$ cat config.mk
export PLATFORM = sky130hd
export DESIGN_NAME = prio_enc_rr
export DESIGN_NICKNAME = d
export VERILOG_FILES = /design/src/rtl/prio_enc_rr_pkg.sv /design/src/rtl/prio_enc_rr_scan.sv /design/src/rtl/prio_enc_rr.sv
export SDC_FILE = /design/constraint.sdc
export NUM_CORES = 1
export LEC_CHECK = 0
export ABC_AREA = 0
export BUFFER_PORTS_ARGS = -buffer_cell sky130_fd_sc_hd__clkbuf_2
export CAP_MARGIN = 15
export CORE_ASPECT_RATIO = 1.25
export CORE_MARGIN = 4
export CORE_UTILIZATION = 57
export CTS_BUF_LIST = sky130_fd_sc_hd__clkbuf_4 sky130_fd_sc_hd__clkbuf_8 sky130_fd_sc_hd__clkbuf_16
export DETAILED_ROUTE_END_ITERATION = 16
export PLACE_DENSITY = 0.83
export SLEW_MARGIN = 0
export SYNTH_ARGS = -nofsm -noshare
export SYNTH_HDL_FRONTEND = slang
export SYNTH_SLANG_ARGS = --single-unit
$ cat constraint.sdc
create_clock -name clk -period 4.2 [get_ports clk]
set_input_delay 0.42 -clock clk [delete_from_list [all_inputs] [get_ports clk]]
set_output_delay 0.42 -clock clk [all_outputs]
set_load 0.05 [all_outputs]
$ cat src/rtl/prio_enc_rr_pkg.sv
// Shared definitions for the round-robin / fixed-priority encoder.
package prio_enc_rr_pkg;

    localparam logic PRIO_MODE_FIXED = 1'b0;
    localparam logic PRIO_MODE_RR    = 1'b1;

    // Index width for a given number of request lines (at least one bit).
    function automatic int idx_width(input int width);
        if (width <= 2) begin
            return 1;
        end else begin
            return $clog2(width);
        end
    endfunction

endpackage

$ cat src/rtl/prio_enc_rr_scan.sv
// Combinational descending scan of a request vector starting at start_i,
// wrapping from 0 back to WIDTH-1; the first set bit found wins.
module prio_scan
    import prio_enc_rr_pkg::*;
#(
    parameter int WIDTH = 8,
    parameter int IDX_W = idx_width(WIDTH)
) (
    input  logic [WIDTH-1:0] req_i,
    input  logic [IDX_W-1:0] start_i,
    output logic [IDX_W-1:0] idx_o,
    output logic             found_o
);

    logic [IDX_W-1:0] pos_s;
    logic [IDX_W-1:0] idx_s;
    logic             found_s;

    // Walk start, start-1, ... with natural power-of-two wrap; keep the first hit.
    always_comb begin
        idx_s   = {IDX_W{1'b0}};
        found_s = 1'b0;
        pos_s   = {IDX_W{1'b0}};
        for (int k = 0; k < WIDTH; k++) begin
            pos_s = start_i - k[IDX_W-1:0];
            if (!found_s && req_i[pos_s]) begin
                found_s = 1'b1;
                idx_s   = pos_s;
            end else begin
                found_s = found_s;
            end
        end
    end

    assign idx_o   = idx_s;
    assign found_o = found_s;

endmodule

$ cat src/rtl/prio_enc_rr.sv
// Priority encoder with fixed or round-robin selection, one registered
// result stage and valid/ready handshakes on both sides.
module prio_enc_rr
    import prio_enc_rr_pkg::*;
#(
    parameter int WIDTH = 8,
    parameter int IDX_W = idx_width(WIDTH)
) (
    input  logic             clk,
    input  logic             rst_n,
    input  logic             in_valid,
    output logic             in_ready,
    input  logic [WIDTH-1:0] in_req,
    input  logic             mode,
    output logic             out_valid,
    input  logic             out_ready,
    output logic [IDX_W-1:0] out_idx,
    output logic             out_none
);

    logic             out_valid_q, out_valid_d;
    logic [IDX_W-1:0] out_idx_q, out_idx_d;
    logic             out_none_q, out_none_d;
    logic [IDX_W-1:0] ptr_q, ptr_d;

    logic             accept_s;
    logic [IDX_W-1:0] start_s;
    logic [IDX_W-1:0] scan_idx_s;
    logic             scan_found_s;

    assign in_ready = !out_valid_q || out_ready;
    assign accept_s = in_valid && in_ready;

    // Round-robin resumes just below the last grant; ptr = 0 wraps to the MSB.
    always_comb begin
        if (mode == PRIO_MODE_RR) begin
            start_s = ptr_q - {{(IDX_W-1){1'b0}}, 1'b1};
        end else begin
            start_s = {IDX_W{1'b1}};
        end
    end

    prio_scan #(
        .WIDTH (WIDTH),
        .IDX_W (IDX_W)
    ) u_scan (
        .req_i   (in_req),
        .start_i (start_s),
        .idx_o   (scan_idx_s),
        .found_o (scan_found_s)
    );

    // Next-state for the result register and the round-robin pointer.
    always_comb begin
        out_valid_d = out_valid_q;
        out_idx_d   = out_idx_q;
        out_none_d  = out_none_q;
        ptr_d       = ptr_q;
        if (accept_s) begin
            out_valid_d = 1'b1;
            out_none_d  = !scan_found_s;
            out_idx_d   = scan_found_s ? scan_idx_s : {IDX_W{1'b0}};
            if ((mode == PRIO_MODE_RR) && scan_found_s) begin
                ptr_d = scan_idx_s;
            end else begin
                ptr_d = ptr_q;
            end
        end else if (out_valid_q && out_ready) begin
            out_valid_d = 1'b0;
        end else begin
            out_valid_d = out_valid_q;
        end
    end

    // State registers; reset discards any in-flight result.
    always_ff @(posedge clk) begin
        if (!rst_n) begin
            out_valid_q <= 1'b0;
            out_idx_q   <= {IDX_W{1'b0}};
            out_none_q  <= 1'b0;
            ptr_q       <= {IDX_W{1'b0}};
        end else begin
            out_valid_q <= out_valid_d;
            out_idx_q   <= out_idx_d;
            out_none_q  <= out_none_d;
            ptr_q       <= ptr_d;
        end
    end

    assign out_valid = out_valid_q;
    assign out_idx   = out_idx_q;
    assign out_none  = out_none_q;

endmodule

==> impl_metrics.toml, run 1 <==
[critical_path]
critPathArrivalTime_ns = 3.99
worstPathMaxFanout = 11
path_cells = "inv_1 -> ha_1 -> nand2_1 -> ha_1 -> a21boi_0 -> or2_2 -> mux2_2 -> nor2b_1 -> nand3_2 -> o21ai_1 -> or3_1 -> a32o_1"
path_depth = 12
worstPathRequired_ns = 4.35
ff2ff_setup_slack_ns = 0.36
cpMostUsedCell = "ha_1"
reg2regPathDepth = 12
cp_top_family = "simple AND/OR/NAND/NOR gates"
cp-end-kind = "flop"
path_buf_inv = 1
path_class = "reg -> reg"
max_stage_delay_ns = 0.58
startpoint_type = "flop"
cp_slowest_cell = "dfxtp_1"

[status]
status = "complete, no violations"

[synth]
ys_types = 58
postSynthCellCount = 155
synth_area_um2 = 1270
synth_edf_count = 0
async_reset_ff_share_pct = 0
syn_nets = 171
yosys_register_bits = 8
ys_seq_area_share_pct = 12.6
avgSynthCellArea_um2 = 8.22
ys.flop_type = "dfxtp_1"
yosysWarnings = 0

[pwr]
leakagePower_nw = 0.621
power_density_nw_per_um2 = 358
p_switching_mw = 0.240
clock_power_share_pct = 11.8
swShare_pct = 47.8
ir_drop_mv = 0.210
fin_total_pwr_mw = 0.503
p_comb_share_pct = 69.3
p_seq_share_pct = 18.9
internal-power_mw = 0.263

[drt]
wl_per_cell_um = 17.3
drc_errors = 0
dr_total_vias = 1351
wl_um = 3520
drtIter0Drc = 43
vias_per_cell = 6.66
ant_nets = 0
firstDrtPassIters = 4

[clocking]
post_cts_resized = 0
clk_path_buf_depth = 2
cts_made_buffers = 3
cts_sinks = 8
cts_root_buf = "clkbuf_4"
cts_tree = "done"
clk_latency_ns = 0.26
cts_setup_buffers = 0
h-tree-depth = 1
ctsHoldBuffers = 0
path_clk_slew_ns = 0.05

[timing]
worst_pin_slew_ns = 0.539
drv_slew = 0
max_freq_ghz = 0.261
layout_setup_ws_ns = 0.364
timing.final.hold_violations = 0
finalSetupViolCount = 0
rsz0062_at_grt = "no"
fin_crit_ns = 3.84
finalCritPeriodShare_pct = 91.3
slew_headroom_pct = 63.7
fin_skew_ns = 0.00153
setup_tns_ns = 0

[floorplan]
die_area_um2 = 3060
placementRows = 18
coreArea_um2 = 2050
pin_count = 19
die_height_um = 60.9
die_x_um = 50.3
initial_core_util_pct = 62.1

[finish]
area_growth_pct = 10.4
fillers = 179
finalNetCount = 191
antenna_cells = 0
final_cells = 203
drive_above_1_share_pct = 26.6

[job]
maxCapViolations = 0

[global_routing]
busiest_layer = "met2"
grt_max_degree = 15
grt_pass1_vias = 1333
grtUsageMet3_pct = 1.47
antenna_found_initial = 0
grt-ovfl-total = 0
grt.met2_usage_pct = 49.3
use_met1_pct = 26.0
grt_pass1_wl_um = 5820
grt.total_usage_pct = 24.9

[placement]
dp_hpwl_um = 2850
gp_congestion = 0.943
dp.cells = 200
pre_cts_ws_ns = 0.424
io_buffers = 18

[min_path]
min_path_cells = 3
hold_class = "in -> reg"
==> worst register-to-register path: stages, from the launching register on <==
cell and delay [ns]:
dfxtp_1 0.58, inv_1 0.15, ha_1 0.45, nand2_1 0.24
ha_1 0.24, a21boi_0 0.47, or2_2 0.25, mux2_2 0.35
nor2b_1 0.14, nand3_2 0.12, o21ai_1 0.07, or3_1 0.40
a32o_1 0.27
==> cells in the mapped netlist (3+ instances only) <==
library cell / instances / area share (%)
mux2_2: 6 / 5.3
ha_1: 3 / 2.9
and3_1: 3 / 1.5
nor2_1: 7 / 2.1
nand2_1: 13 / 3.8
inv_1: 6 / 1.8
o21ai_0: 9 / 3.5
dfxtp_1: 8 / 13
a32o_1: 3 / 2.4
a21oi_1: 11 / 4.3
nor3b_1: 3 / 1.8
nand3_1: 6 / 2.4
mux4_2: 4 / 7.1
mux2i_1: 15 / 12
==> area by class of cell <==
| class | count | area [um2] | area share [%] |
|---|---|---|---|
| Multi-Input combinational cell | 133 | 1040 | 74.2 |
| Sequential cell | 8 | 160 | 11.4 |
| Timing Repair Buffer | 21 | 113 | 8.01 |
| Tap cell | 30 | 37.5 | 2.67 |
| Inverter | 8 | 30.0 | 2.14 |
| Clock buffer | 3 | 22.5 | 1.60 |
==> metal layers <==
metal	up-vias	wire length, um
met2	70	1860
met5	-	0
met3	9	208
met1	634	1350
li1	638	-
met4	0	99
==> path summary, 6_finish.rpt <==
path,from,end
setup reg to reg,ptr_q[0],out_idx[1]
setup / recovery,ptr_q[0],out_idx[1]
hold reg to reg,out_idx[2],out_idx[2]
hold / removal,in_valid,out_valid
==> stage by stage <==
stage / util [%] / instance area (um2) / hold slack, ns
after global routing: 68.6 / 1410 / 0.414
after detailed placement: 67.5 / 1380 / 0.457
after global placement: 67.5 / 1380 / 0.453
after floorplan: - / 1270 / 0.469
after CTS: 68.6 / 1410 / 0.388
final: 68.6 / 1410 / 0.381
==> sequential cells by signal, summed over array words and instances (netlist names) <==
name,cells
out_idx,3
ptr_q,3
out_valid,1
out_none,1
==> cells by family after synthesis <==
kind of cell               count (synthesis)  share of synthesized area [%]
xor gates and xnor gates                   4                           4.42
AOI/OAI and AO/OA                         48                           26.2
muxes                                     26                           25.2
and+or+nand+nor                           52                           23.1
DFF                                        8                           12.6
adders and majority gates                  3                           2.95
buffers and inverters                     14                           5.50
==> cells in the final DEF, fill, tap and decap left out, types with 3 or more instances in the layout <==
master | netlist | final
nand2_1 | 13 | 13
a21oi_1 | 11 | 11
nor3b_1 | 3 | 3
clkbuf_2 | 0 | 18
a32o_1 | 3 | 3
mux2i_1 | 15 | 15
and3_1 | 3 | 3
mux2_2 | 6 | 6
inv_1 | 6 | 6
nand3_1 | 6 | 6
ha_1 | 3 | 3
clkbuf_4 | 0 | 3
dfxtp_1 | 8 | 8
nor2_1 | 7 | 7
buf_4 | 0 | 3
o21ai_0 | 9 | 9
mux4_2 | 4 | 4
==> power groups by stage <==
stage | registers, mW | clock network, mW | logic (mW)
after floorplan | 0.114 | 0 | 0.253
after CTS | 0.0947 | 0.0596 | 0.343
after detailed placement | 0.0963 | 0 | 0.342
after global placement | 0.0957 | 0 | 0.333
final | 0.0950 | 0.0593 | 0.349
after global routing | 0.0964 | 0.0626 | 0.374
Power figures use the tool's default switching activity.
==> inputs of run 2 (changes only) <==
--- a/config.mk
+++ b/config.mk
@@ -9,11 +9,11 @@
 export BUFFER_PORTS_ARGS = -buffer_cell sky130_fd_sc_hd__clkbuf_2
 export CAP_MARGIN = 15
 export CORE_ASPECT_RATIO = 1.25
-export CORE_MARGIN = 4
-export CORE_UTILIZATION = 57
+export CORE_MARGIN = 2
+export CORE_UTILIZATION = 50
 export CTS_BUF_LIST = sky130_fd_sc_hd__clkbuf_4 sky130_fd_sc_hd__clkbuf_8 sky130_fd_sc_hd__clkbuf_16
 export DETAILED_ROUTE_END_ITERATION = 16
-export PLACE_DENSITY = 0.83
+export PLACE_DENSITY = 0.74
 export SLEW_MARGIN = 0
 export SYNTH_ARGS = -nofsm -noshare
 export SYNTH_HDL_FRONTEND = slang
==> run 2 against run 1 <==
Effect of this change: via count grew 1.8%; fmax is 9.5% higher; total power rose by 1.1%; sequential cell count stayed put; wire length is 1.7% higher; non-clock buffer count grew 1; first-iteration DRC count rose by 44%.
==> impl_metrics.toml, run 2 (synthesis results as in run 1) <==
[status]
status = "complete, no violations"

[timing]
worst_pin_slew_ns = 0.497
finalSetupViolCount = 0
finalCritPeriodShare_pct = 83.4
rsz0062_at_grt = "no"
hold_slack_ns = 0.386
max_freq_ghz = 0.286
timing.final.hold_violations = 0
fin_skew_ns = 0.00525
slew_headroom_pct = 66.6
drv_slew = 0
fin_crit_ns = 3.50
setup_tns_ns = 0

[floorplan]
die_area_um2 = 2970
initial_core_util_pct = 52.5
die_height_um = 60.4
pin_count = 19
placementRows = 20
coreArea_um2 = 2430
die_x_um = 49.1

[critical_path]
timing.rr.start = "ptr_q[0]"
worstPathRequired_ns = 4.35
worstPathMaxFanout = 9
path_class = "reg -> reg"
critPathArrivalTime_ns = 3.65
reg2regPathDepth = 12
regToRegEndpoint = "out_idx[1]"
cp-end-kind = "flop"
startpoint_type = "flop"
ff2ff_setup_slack_ns = 0.70

[clocking]
ctsHoldBuffers = 0
clk_path_buf_depth = 2
cts_sinks = 8
h-tree-depth = 1
post_cts_resized = 0
cts_tree = "done"
cts_made_buffers = 3
cts_root_buf = "clkbuf_4"
cts_setup_buffers = 0
path_clk_slew_ns = 0.06
clk_latency_ns = 0.26

[finish]
area_growth_pct = 11.3
final_util_pct = 58.4
antenna_cells = 0
finalNetCount = 192
drive_above_1_share_pct = 27.0
seq_area_um2 = 160
multi_input_area_um2 = 1040
final_common_cell = "clkbuf_2"
layout_common_cells = "clkbuf_2, mux2i_1, nand2_1"
fillers = 245
design_area_um2 = 1420

[min_path]
min_path_cells = 3
holdCritStartpoint = "in_valid"
hold_class = "in -> reg"
hold_end = "out_valid"

[global_routing]
grt_pass1_vias = 1277
grt_max_degree = 15
grt.total_usage_pct = 26.1
antenna_found_initial = 0
grt_pass1_wl_um = 5990
grt-ovfl-total = 0

[placement]
io_buffers = 18
dpl_cell_area_um2 = 1400
dp_hpwl_um = 2850
gp_congestion = 0.939

[drt]
vias_per_cell = 6.64
dr_total_vias = 1375
ant_nets = 0
wl_um = 3580
drtIter0Drc = 62
wl_per_cell_um = 17.3
firstDrtPassIters = 4
drc_errors = 0

[pwr]
power_density_nw_per_um2 = 359
ir_drop_mv = 0.148
leakagePower_nw = 0.627
fin_total_pwr_mw = 0.508

[job]
maxCapViolations = 0
## run 2: cell count changes in the layout (fill, tap and decap cells not counted), sizes merged
| cell | previous run | this run |
|---|---|---|
| buf | 3 | 4 |
## run 2: worst max-delay path by stage
stage	startpoint	slack, ns	cells after the start	end
global route	ptr_q[0]	0.45	12	out_idx[1]
global placement	mode	0.81	12	out_idx[1]
floorplan	ptr_q[0]	0.67	14	out_idx[1]
finish	ptr_q[0]	0.70	12	out_idx[1]
CTS	ptr_q[0]	0.75	12	out_idx[1]
detailed placement	mode	0.71	12	out_idx[1]
## run 2: per-stage QoR
stage / setup slack (ns) / instances
2_1_floorplan: 0.666 / 155
4_1_cts: 0.750 / 207
3_5_place_dp: 0.712 / 204
6_report: 0.698 / 207
3_3_place_gp: 0.815 / 204
5_1_grt: 0.452 / 207
## run 2: report_power, final
| group | switching (mW) | internal (mW) | leakage (nW) |
|---|---|---|---|
| registers | 0.00592 | 0.0859 | 0.0661 |
| logic | 0.211 | 0.145 | 0.547 |
| clock network | 0.0273 | 0.0328 | 0.0138 |
| total | 0.244 | 0.264 | 0.627 |
## run 2: routing by layer
| layer | global-route usage, % | up-vias | routed length [um] |
|---|---|---|---|
| met2 | 49.2 | 66 | 1890 |
| met4 | 16.3 | 0 | 114 |
| li1 | - | 641 | - |
| met1 | 29.2 | 651 | 1390 |
| met5 | 0 | - | 0 |
| met3 | 1.48 | 17 | 184 |
## run 2: worst max-delay path: stages (launching register included)
cell       delay [ns]
dfxtp_1          0.33
inv_1            0.08
ha_1             0.49
nand2_1          0.21
inv_2            0.20
ha_1             0.26
xor2_1           0.37
mux2i_1          0.46
o211ai_1         0.17
o31ai_1          0.10
a2bb2oi_1        0.10
or3_1            0.36
a32o_1           0.27
## run 2: cell type report
type / instances / share of cell area (%)
clock buffers: 3 / 1.59
multi-input cells: 133 / 73.6
flip-flops and latches: 8 / 11.3
repair buffers: 22 / 8.47
well taps: 33 / 2.91
inverters: 8 / 2.12
==> inputs of run 3 (changes only) <==
--- a/config.mk
+++ b/config.mk
@@ -13,7 +13,7 @@
 export CORE_UTILIZATION = 50
 export CTS_BUF_LIST = sky130_fd_sc_hd__clkbuf_4 sky130_fd_sc_hd__clkbuf_8 sky130_fd_sc_hd__clkbuf_16
 export DETAILED_ROUTE_END_ITERATION = 16
-export PLACE_DENSITY = 0.74
+export PLACE_DENSITY = 0.77
 export SLEW_MARGIN = 0
 export SYNTH_ARGS = -nofsm -noshare
 export SYNTH_HDL_FRONTEND = slang
==> constraint.sdc (replaced) <==
create_clock -name clk -period 3 [get_ports clk]
set_input_delay 0.3 -clock clk [delete_from_list [all_inputs] [get_ports clk]]
set_output_delay 0.3 -clock clk [all_outputs]
set_load 0.05 [all_outputs]
==> run 3 against run 2 <==
Effect of this change: cell count grew 6.8%; first-iteration DRC count grew 98%; hold slack lost 0.11 ns; sequential cell count is the same; final area grew 15%; core utilization grew 8.8 points; critical path type unchanged; critical endpoint is now ptr_q[1]; highest routed layer unchanged.
==> impl_metrics.toml, run 3 (synthesis results as in run 1) <==
[job]
maxCapViolations = 0

[clocking]
cts_made_buffers = 3
ctsHoldBuffers = 0
cts_root_buf = "clkbuf_4"
cts_tree = "done"
path_clk_slew_ns = 0.05
clk_path_buf_depth = 2
clk_latency_ns = 0.25
cts_sinks = 8
h-tree-depth = 1

[timing]
setup_tns_ns = 0
rsz0062_at_grt = "no"
layout_setup_ws_ns = 0.0681
fin_crit_ns = 2.93
hold_slack_ns = 0.275
finalSetupViolCount = 0
worst_pin_slew_ns = 0.353
drv_slew = 0
max_freq_ghz = 0.341
timing.final.hold_violations = 0
slew_headroom_pct = 75.8
finalCritPeriodShare_pct = 97.7
fin_skew_ns = 0.00426

[critical_path]
critPathArrivalTime_ns = 3.07
worstPathMaxFanout = 8
max_stage_delay_ns = 0.53
cp_slowest_cell = "mux4_2"
path_class = "reg -> reg"
path_cells = "buf_4 -> and2_4 -> mux2_2 -> mux4_2 -> a211oi_4 -> and3_4 -> nand3_2 -> or2_1 -> nor3b_1 -> a32o_1"
startpoint_type = "flop"
cp_top_family = "simple AND/OR/NAND/NOR gates"
path_buf_inv = 1
cp-end-kind = "flop"
worstPathRequired_ns = 3.14

[placement]
gp_congestion = 0.996
pre_cts_ws_ns = -0.0321
io_buffers = 18
dpl_cell_area_um2 = 1530
dp_hpwl_um = 3020

[finish]
drive_above_1_share_pct = 39.4
finalNetCount = 206
antenna_cells = 0
layout_common_cells = "clkbuf_2, buf_4, mux2i_1"
design_area_um2 = 1630
area_growth_pct = 28.1

[drt]
vias_per_cell = 6.56
ant_nets = 0
wl_per_cell_um = 18.1
wl_um = 4010
firstDrtPassIters = 4
drtIter0Drc = 123
dr_total_vias = 1450
drc_errors = 0

[global_routing]
grt_pass1_wl_um = 6080
antenna_found_initial = 0
grt_max_degree = 14
grt_pass1_vias = 1354
grt-ovfl-total = 0
grt.total_usage_pct = 26.4

[pwr]
power_density_nw_per_um2 = 501
leakagePower_nw = 0.726
ir_drop_mv = 0.374

[status]
status = "complete, no violations"

[min_path]
hold_class = "in -> reg"

[floorplan]
die_height_um = 60.4
die_area_um2 = 2970
die_x_um = 49.1
placementRows = 20
initial_core_util_pct = 52.5
coreArea_um2 = 2430
pin_count = 19
-- run 3: cell count changes in the layout (fill, tap and decap cells not counted), moves of 2 or more --
cell and delta:
buf_4 +14, ha_1 -2, ha_4 +2, mux2i_1 -2
-- run 3: worst register-to-register path, delay by kind of cell, from the launching register on --
kind / cells / cell delay (ns)
AND/OR/NAND/NOR: 5 / 0.96
multiplexers: 2 / 0.91
flip-flops: 1 / 0.32
buffers and inverters: 1 / 0.11
AO/OA/AOI/OAI: 2 / 0.54
-- run 3: routing by layer --
layer / part of all wire (%) / global-route usage, % / up-vias
li1: - / - / 669
met4: 3.7 / 15.9 / 0
met5: 0 / 0 / -
met1: 38 / 30.0 / 681
met2: 52 / 48.5 / 81
met3: 6.5 / 2.96 / 19
-- run 3: report_power, final --
| group | leakage (nW) | total, mW | switching (mW) | internal, mW |
|---|---|---|---|---|
| combinational | 0.646 | 0.610 | 0.337 | 0.273 |
| sequential | 0.0665 | 0.129 | 0.00805 | 0.121 |
| clock | 0.0138 | 0.0787 | 0.0332 | 0.0455 |
| total | 0.726 | 0.817 | 0.378 | 0.439 |
-- run 3: final cells by class --
class	instances	area, um2
timing repair buffer	36	225
tap	33	41.3
fill	215	796
multi-input combinational	133	1150
sequential	8	161
clock buffer	3	22.5
inverter	8	30.0
-- run 3: what timing repair did --
action                     4_1_cts  5_1_grt
buffers inserted                 0        4
setup endpoints to repair        2        4
gates resized for setup          1       11
pin swaps                        1        5
-- run 3: through the flow --
stage | power, mW | std cells | util [%]
finish | 0.817 | 221 | 67.2
global route | 0.862 | 221 | 67.2
CTS | 0.762 | 217 | 63.9
detailed placement | 0.678 | 214 | 62.9
global placement | 0.668 | 214 | 62.9
floorplan | 0.551 | 155 | -
-- run 3: worst paths after layout --
check	slack, ns	end	cells after the start	from
worst min register to register	0.47	out_idx[1]	1	out_idx[1]
worst max register to register	0.07	ptr_q[1]	10	ptr_q[0]
worst min-delay path	0.28	out_valid	3	in_valid
worst max-delay path	0.07	ptr_q[1]	10	ptr_q[0]
